<file path="src/rtl/ofmap_check_ctrl.sv">
// Compares an ofmap stream against golden memory word by word; 3 cycles per word (fetch, wait, compare).
// Backpressure: out_ready is high only in COMPARE and the FSM holds there until out_valid arrives.
module ofmap_check_ctrl #(
    parameter int DATA_WIDTH = 16,
    parameter int ADDR_WIDTH = 16,
    parameter int CNT_WIDTH  = 16
) (
    input  logic                  clk,
    input  logic                  rst_n,
    input  logic                  start,
    input  logic [ADDR_WIDTH-1:0] num_words,
    input  logic                  out_valid,
    input  logic [DATA_WIDTH-1:0] out_data,
    output logic                  out_ready,
    output logic                  gold_rd_en,
    output logic [ADDR_WIDTH-1:0] gold_addr,
    input  logic [DATA_WIDTH-1:0] gold_rd_data,
    output logic                  busy,
    output logic                  done,
    output logic [CNT_WIDTH-1:0]  match_count,
    output logic [CNT_WIDTH-1:0]  mismatch_count,
    output logic                  first_err_valid,
    output logic [ADDR_WIDTH-1:0] first_err_index,
    output logic [DATA_WIDTH-1:0] first_err_out,
    output logic [DATA_WIDTH-1:0] first_err_exp
);

    typedef enum logic [2:0] {
        S_IDLE    = 3'd0,
        S_FETCH   = 3'd1,
        S_WAIT    = 3'd2,
        S_COMPARE = 3'd3,
        S_DONE    = 3'd4
    } state_t;

    localparam logic [ADDR_WIDTH-1:0] ONE_A = ADDR_WIDTH'(1);
    localparam logic [CNT_WIDTH-1:0]  ONE_C = CNT_WIDTH'(1);
    localparam logic [CNT_WIDTH-1:0]  CNT_MAX = '1;

    state_t                r_state;
    state_t                w_next;
    logic [ADDR_WIDTH-1:0] r_num_words;
    logic [ADDR_WIDTH-1:0] r_idx;
    logic [DATA_WIDTH-1:0] r_gold_q;
    logic [CNT_WIDTH-1:0]  r_match;
    logic [CNT_WIDTH-1:0]  r_mismatch;
    logic                  r_fe_vld;
    logic [ADDR_WIDTH-1:0] r_fe_idx;
    logic [DATA_WIDTH-1:0] r_fe_out;
    logic [DATA_WIDTH-1:0] r_fe_exp;

    logic                  w_accept;
    logic                  w_hs;
    logic                  w_last;
    logic                  w_equal;
    logic                  w_out_ready;
    logic                  w_rd_en;
    logic [ADDR_WIDTH-1:0] w_addr;
    logic                  w_busy;
    logic                  w_done;

    assign w_accept = (r_state == S_IDLE) && start;
    assign w_hs     = (r_state == S_COMPARE) && out_valid;
    assign w_last   = (r_idx == (r_num_words - ONE_A));
    assign w_equal  = (out_data == r_gold_q);

    always_ff @(posedge clk or negedge rst_n) begin
        if (!rst_n) begin
            r_state <= S_IDLE;
        end else begin
            r_state <= w_next;
        end
    end

    // Every output below is a pure decode of r_state (plus registered idx), never of out_valid.
    always_comb begin
        w_next      = r_state;
        w_out_ready = 1'b0;
        w_rd_en     = 1'b0;
        w_addr      = '0;
        w_busy      = 1'b1;
        w_done      = 1'b0;
        case (r_state)
            S_IDLE: begin
                w_busy = 1'b0;
                if (start) begin
                    w_next = (num_words == '0) ? S_DONE : S_FETCH;
                end
            end
            S_FETCH: begin
                w_rd_en = 1'b1;
                w_addr  = r_idx;
                w_next  = S_WAIT;
            end
            S_WAIT: begin
                w_next = S_COMPARE;
            end
            S_COMPARE: begin
                w_out_ready = 1'b1;
                if (out_valid) begin
                    w_next = w_last ? S_DONE : S_FETCH;
                end
            end
            S_DONE: begin
                w_done = 1'b1;
                w_next = S_IDLE;
            end
            default: begin
                w_busy = 1'b0;
                w_next = S_IDLE;
            end
        endcase
    end

    always_ff @(posedge clk or negedge rst_n) begin
        if (!rst_n) begin
            r_num_words <= '0;
            r_idx       <= '0;
            r_gold_q    <= '0;
            r_match     <= '0;
            r_mismatch  <= '0;
            r_fe_vld    <= 1'b0;
            r_fe_idx    <= '0;
            r_fe_out    <= '0;
            r_fe_exp    <= '0;
        end else if (w_accept) begin
            r_num_words <= num_words;
            r_idx       <= '0;
            r_match     <= '0;
            r_mismatch  <= '0;
            r_fe_vld    <= 1'b0;
            r_fe_idx    <= '0;
            r_fe_out    <= '0;
            r_fe_exp    <= '0;
        end else begin
            if (r_state == S_WAIT) begin
                r_gold_q <= gold_rd_data;
            end
            if (w_hs) begin
                if (w_equal) begin
                    if (r_match != CNT_MAX) begin
                        r_match <= r_match + ONE_C;
                    end
                end else begin
                    if (r_mismatch != CNT_MAX) begin
                        r_mismatch <= r_mismatch + ONE_C;
                    end
                    // Only the first mismatch of a run is kept for debug.
                    if (!r_fe_vld) begin
                        r_fe_vld <= 1'b1;
                        r_fe_idx <= r_idx;
                        r_fe_out <= out_data;
                        r_fe_exp <= r_gold_q;
                    end
                end
                if (!w_last) begin
                    r_idx <= r_idx + ONE_A;
                end
            end
        end
    end

    assign out_ready       = w_out_ready;
    assign gold_rd_en      = w_rd_en;
    assign gold_addr       = w_addr;
    assign busy            = w_busy;
    assign done            = w_done;
    assign match_count     = r_match;
    assign mismatch_count  = r_mismatch;
    assign first_err_valid = r_fe_vld;
    assign first_err_index = r_fe_idx;
    assign first_err_out   = r_fe_out;
    assign first_err_exp   = r_fe_exp;

endmodule
</file>
<file path="config.mk">
export PLATFORM = sky130hd
export DESIGN_NAME = ofmap_check_ctrl
export DESIGN_NICKNAME = d
export VERILOG_FILES = /design/src/rtl/ofmap_check_ctrl.sv
export SDC_FILE = /design/constraint.sdc
export NUM_CORES = 1
export LEC_CHECK = 0
export CELL_PAD_IN_SITES_DETAIL_PLACEMENT = 1
export CELL_PAD_IN_SITES_GLOBAL_PLACEMENT = 2
export CORE_MARGIN = 4
export CORE_UTILIZATION = 31
export DETAILED_ROUTE_END_ITERATION = 10
export GPL_TIMING_DRIVEN = 0
export PLACE_DENSITY_LB_ADDON = 0.1
export SLEW_MARGIN = 20
export SYNTH_ARGS = -nofsm -noshare
export SYNTH_HDL_FRONTEND = slang
export SYNTH_SLANG_ARGS = --single-unit
</file>
<file path="constraint.sdc">
create_clock -name clk -period 4.4 [get_ports clk]
set_input_delay 0.88 -clock clk [delete_from_list [all_inputs] [get_ports clk]]
set_output_delay 0.88 -clock clk [all_outputs]
set_load 0.01 [all_outputs]
</file>
==> impl_metrics.json <==
{
  "grt_start_max_net_pins": 88,
  "pwr_density_cell_mw_per_mm2": 549.6,
  "cts_hold_buffers": 0,
  "synth_seq_cells": 132,
  "antenna_left": 0,
  "async_reset_ff_share_pct": 100.0,
  "drt-total-wl_mm": 21.69,
  "syn-num-nets": 737,
  "post_cts.repair.setup_buffers": 0,
  "cp_slowest_cell": "nor3_1",
  "drc": 0,
  "hold_path_class": "in2async",
  "cts.reportedPaths.clkPinSlew_ps": 60,
  "grt_util_all_layers_pct": 18.29,
  "crit_top_cell": "clkbuf_1",
  "arrival_ps": 3080,
  "seq_area_mm2": 0.003303,
  "fin_ws_ps": 443.2,
  "final_cell_mix": "clkdlybuf4s50_1 (151), dfrtp_1 (132), nor2_1 (89)",
  "crit_chain": "clkbuf_1 > inv_1 > nor3_1 > clkbuf_1 > and2_1 > clkdlybuf4s50_1",
  "crit_path_end_kind": "primary output",
  "setup_viol": 0,
  "cts_max_path_buffers": 2,
  "fin_nets": 909,
  "vias_per_cell": 4.978,
  "io_pins": 153,
  "slew_headroom_pct": 33.14,
  "synth.cell_area_mm2": 0.006750,
  "slowest_delay_ps": 780,
  "final.setup_skew_ps": 12.45,
  "cts_sinks": 132,
  "num-fill-cells": 2410,
  "vias": 5680,
  "drtIter0Drc": 172,
  "rsz0062_at_grt": "no",
  "place_congestion": 0.8031,
  "antenna_found_initial": 1,
  "fin_cells": 1141,
  "initial_core_util_pct": 31.81,
  "die_height_um": 155.6,
  "finalHoldViolations": 0,
  "cp.required_ps": 3520,
  "min_period_ps": 3957,
  "avgRoutedWirePerCell_um": 19.01,
  "critPathBufInv": 4,
  "cts_buffers": 17,
  "syn_avg_cell_area_um2": 9.912,
  "cp_max_fo": 10,
  "multi_input_area_mm2": 0.003217,
  "status": "completed",
  "syn_to_final_growth_pct": 36.83,
  "portBuffers": 152,
  "slew_violations": 0,
  "grt_pass1_vias": 6131,
  "grt_pass1_wl_mm": 34.91,
  "ir_worst_vdd_mv": 0.2834,
  "die-area_mm2": 0.02420,
  "r2r_slack_ps": 760,
  "max-cap-violations": 0,
  "ctsHtreeMaxLevel": 4,
  "dp_cells": 1109,
  "synth.distinct_cells": 53,
  "preCtsSetupSlack_ps": 88.94,
  "fin_crit_sh_pct": 89.93,
  "cts_root_buffer": "clkbuf_16",
  "leakage_nw": 3.724,
  "final_common_cell": "clkdlybuf4s50_1",
  "grt_overflow": 0,
  "yosysWarnings": 0,
  "cts_tree": "built",
  "synth_seq_area_share_pct": 48.93,
  "dp_hpwl_mm": 16.10,
  "ys.flop_type": "dfrtp_1",
  "layout-drive-gt1-share_pct": 9.815,
  "fmax_mhz": 252.7,
  "n_antenna_cell": 0,
  "path_class": "reg2out",
  "syn-instance-count": 681,
  "worstSetupStartpointType": "flip-flop",
  "synth_edf_count": 0,
  "core_area_mm2": 0.02122,
  "die_width_um": 155.6,
  "first_pass_iters": 4,
  "clock_latency_ps": 430,
  "worstMarginPinSlew_ps": 993.8,
  "rows": 53,
  "critical_path.top_delay_family": "buffers and inverters",
  "cts-resized-gates": 0
}
==> flip-flops by register name (all words and copies together), names as in the netlist <==
register	flops
first_err_out	16
r_state	3
first_err_valid	1
r_idx	16
mismatch_count	16
r_num_words	16
first_err_exp	16
r_gold_q	16
match_count	16
first_err_index	16
==> layer usage <==
metal / part of all wire, % / track usage, %
met1: 43 / 22.82
met2: 51 / 31.46
met3: 4.8 / 5.243
met4: 1.0 / 4.335
met5: 0.055 / 0
==> area by class of cell <==
class	instances	share of cell area (%)
buffer	39	1.937
timing repair buffer	153	16.82
clock inverter	15	1.707
inverter	15	0.6096
tap	275	3.725
sequential	132	35.76
multi-input combinational	495	34.83
clock buffer	17	4.606
==> kinds of logic after synthesis <==
| family | share of synthesized area, % |
|---|---|
| fa+ha+maj | 0.7415 |
| compound gates | 5.153 |
| simple gates | 23.24 |
| buf+inv | 3.485 |
| xor+xnor | 7.915 |
| mux | 10.53 |
| flops | 48.93 |
==> metrics by stage <==
stage,util (%),total power [W],area [um2],hold WS [ps],TNS (ps)
final,43.53,0.005076,9236,347.8,0
after global routing,43.53,0.005405,9236,355.8,0
after CTS,43.53,0.005152,9236,356.2,0
after detailed placement,40.78,0.003695,8653,507.2,0
after global placement,40.60,0.003622,8616,504.5,-424070
after floorplan,-,0.002852,6750,465.2,0
==> cells in the mapped netlist, types with 13 or more instances <==
master / number / area, um2
nand2_1: 74 / 277.8
clkbuf_1: 30 / 112.6
xnor2_1: 51 / 446.7
o21ai_0: 13 / 65.06
mux2_2: 16 / 180.2
nor3_1: 20 / 100.1
nor4_1: 18 / 112.6
nor2_1: 89 / 334.1
inv_1: 15 / 56.30
mux2i_1: 53 / 530.5
nand3_1: 16 / 80.08
dfrtp_1: 132 / 3303
and2_1: 18 / 112.6
==> where the power goes <==
| group | switching, W | internal (W) | total (W) |
|---|---|---|---|
| Clock | 0.000624 | 0.000803 | 0.00143 |
| Sequential | 0.000309 | 0.00154 | 0.00185 |
| Combinational | 0.000910 | 0.000887 | 0.00180 |
==> path summary, 6_finish.rpt <==
check	start	end	cells after the start
min	rst_n	first_err_index[9]	1
max reg2reg	r_num_words[5]	r_idx[1]	10
max in group asynchronous	rst_n	match_count[2]	2
max	r_state[0]	gold_addr[14]	6
min in group clk	r_num_words[15]	r_num_words[15]	2
min reg2reg	r_num_words[15]	r_num_words[15]	2
Power figures use the tool's default switching activity.
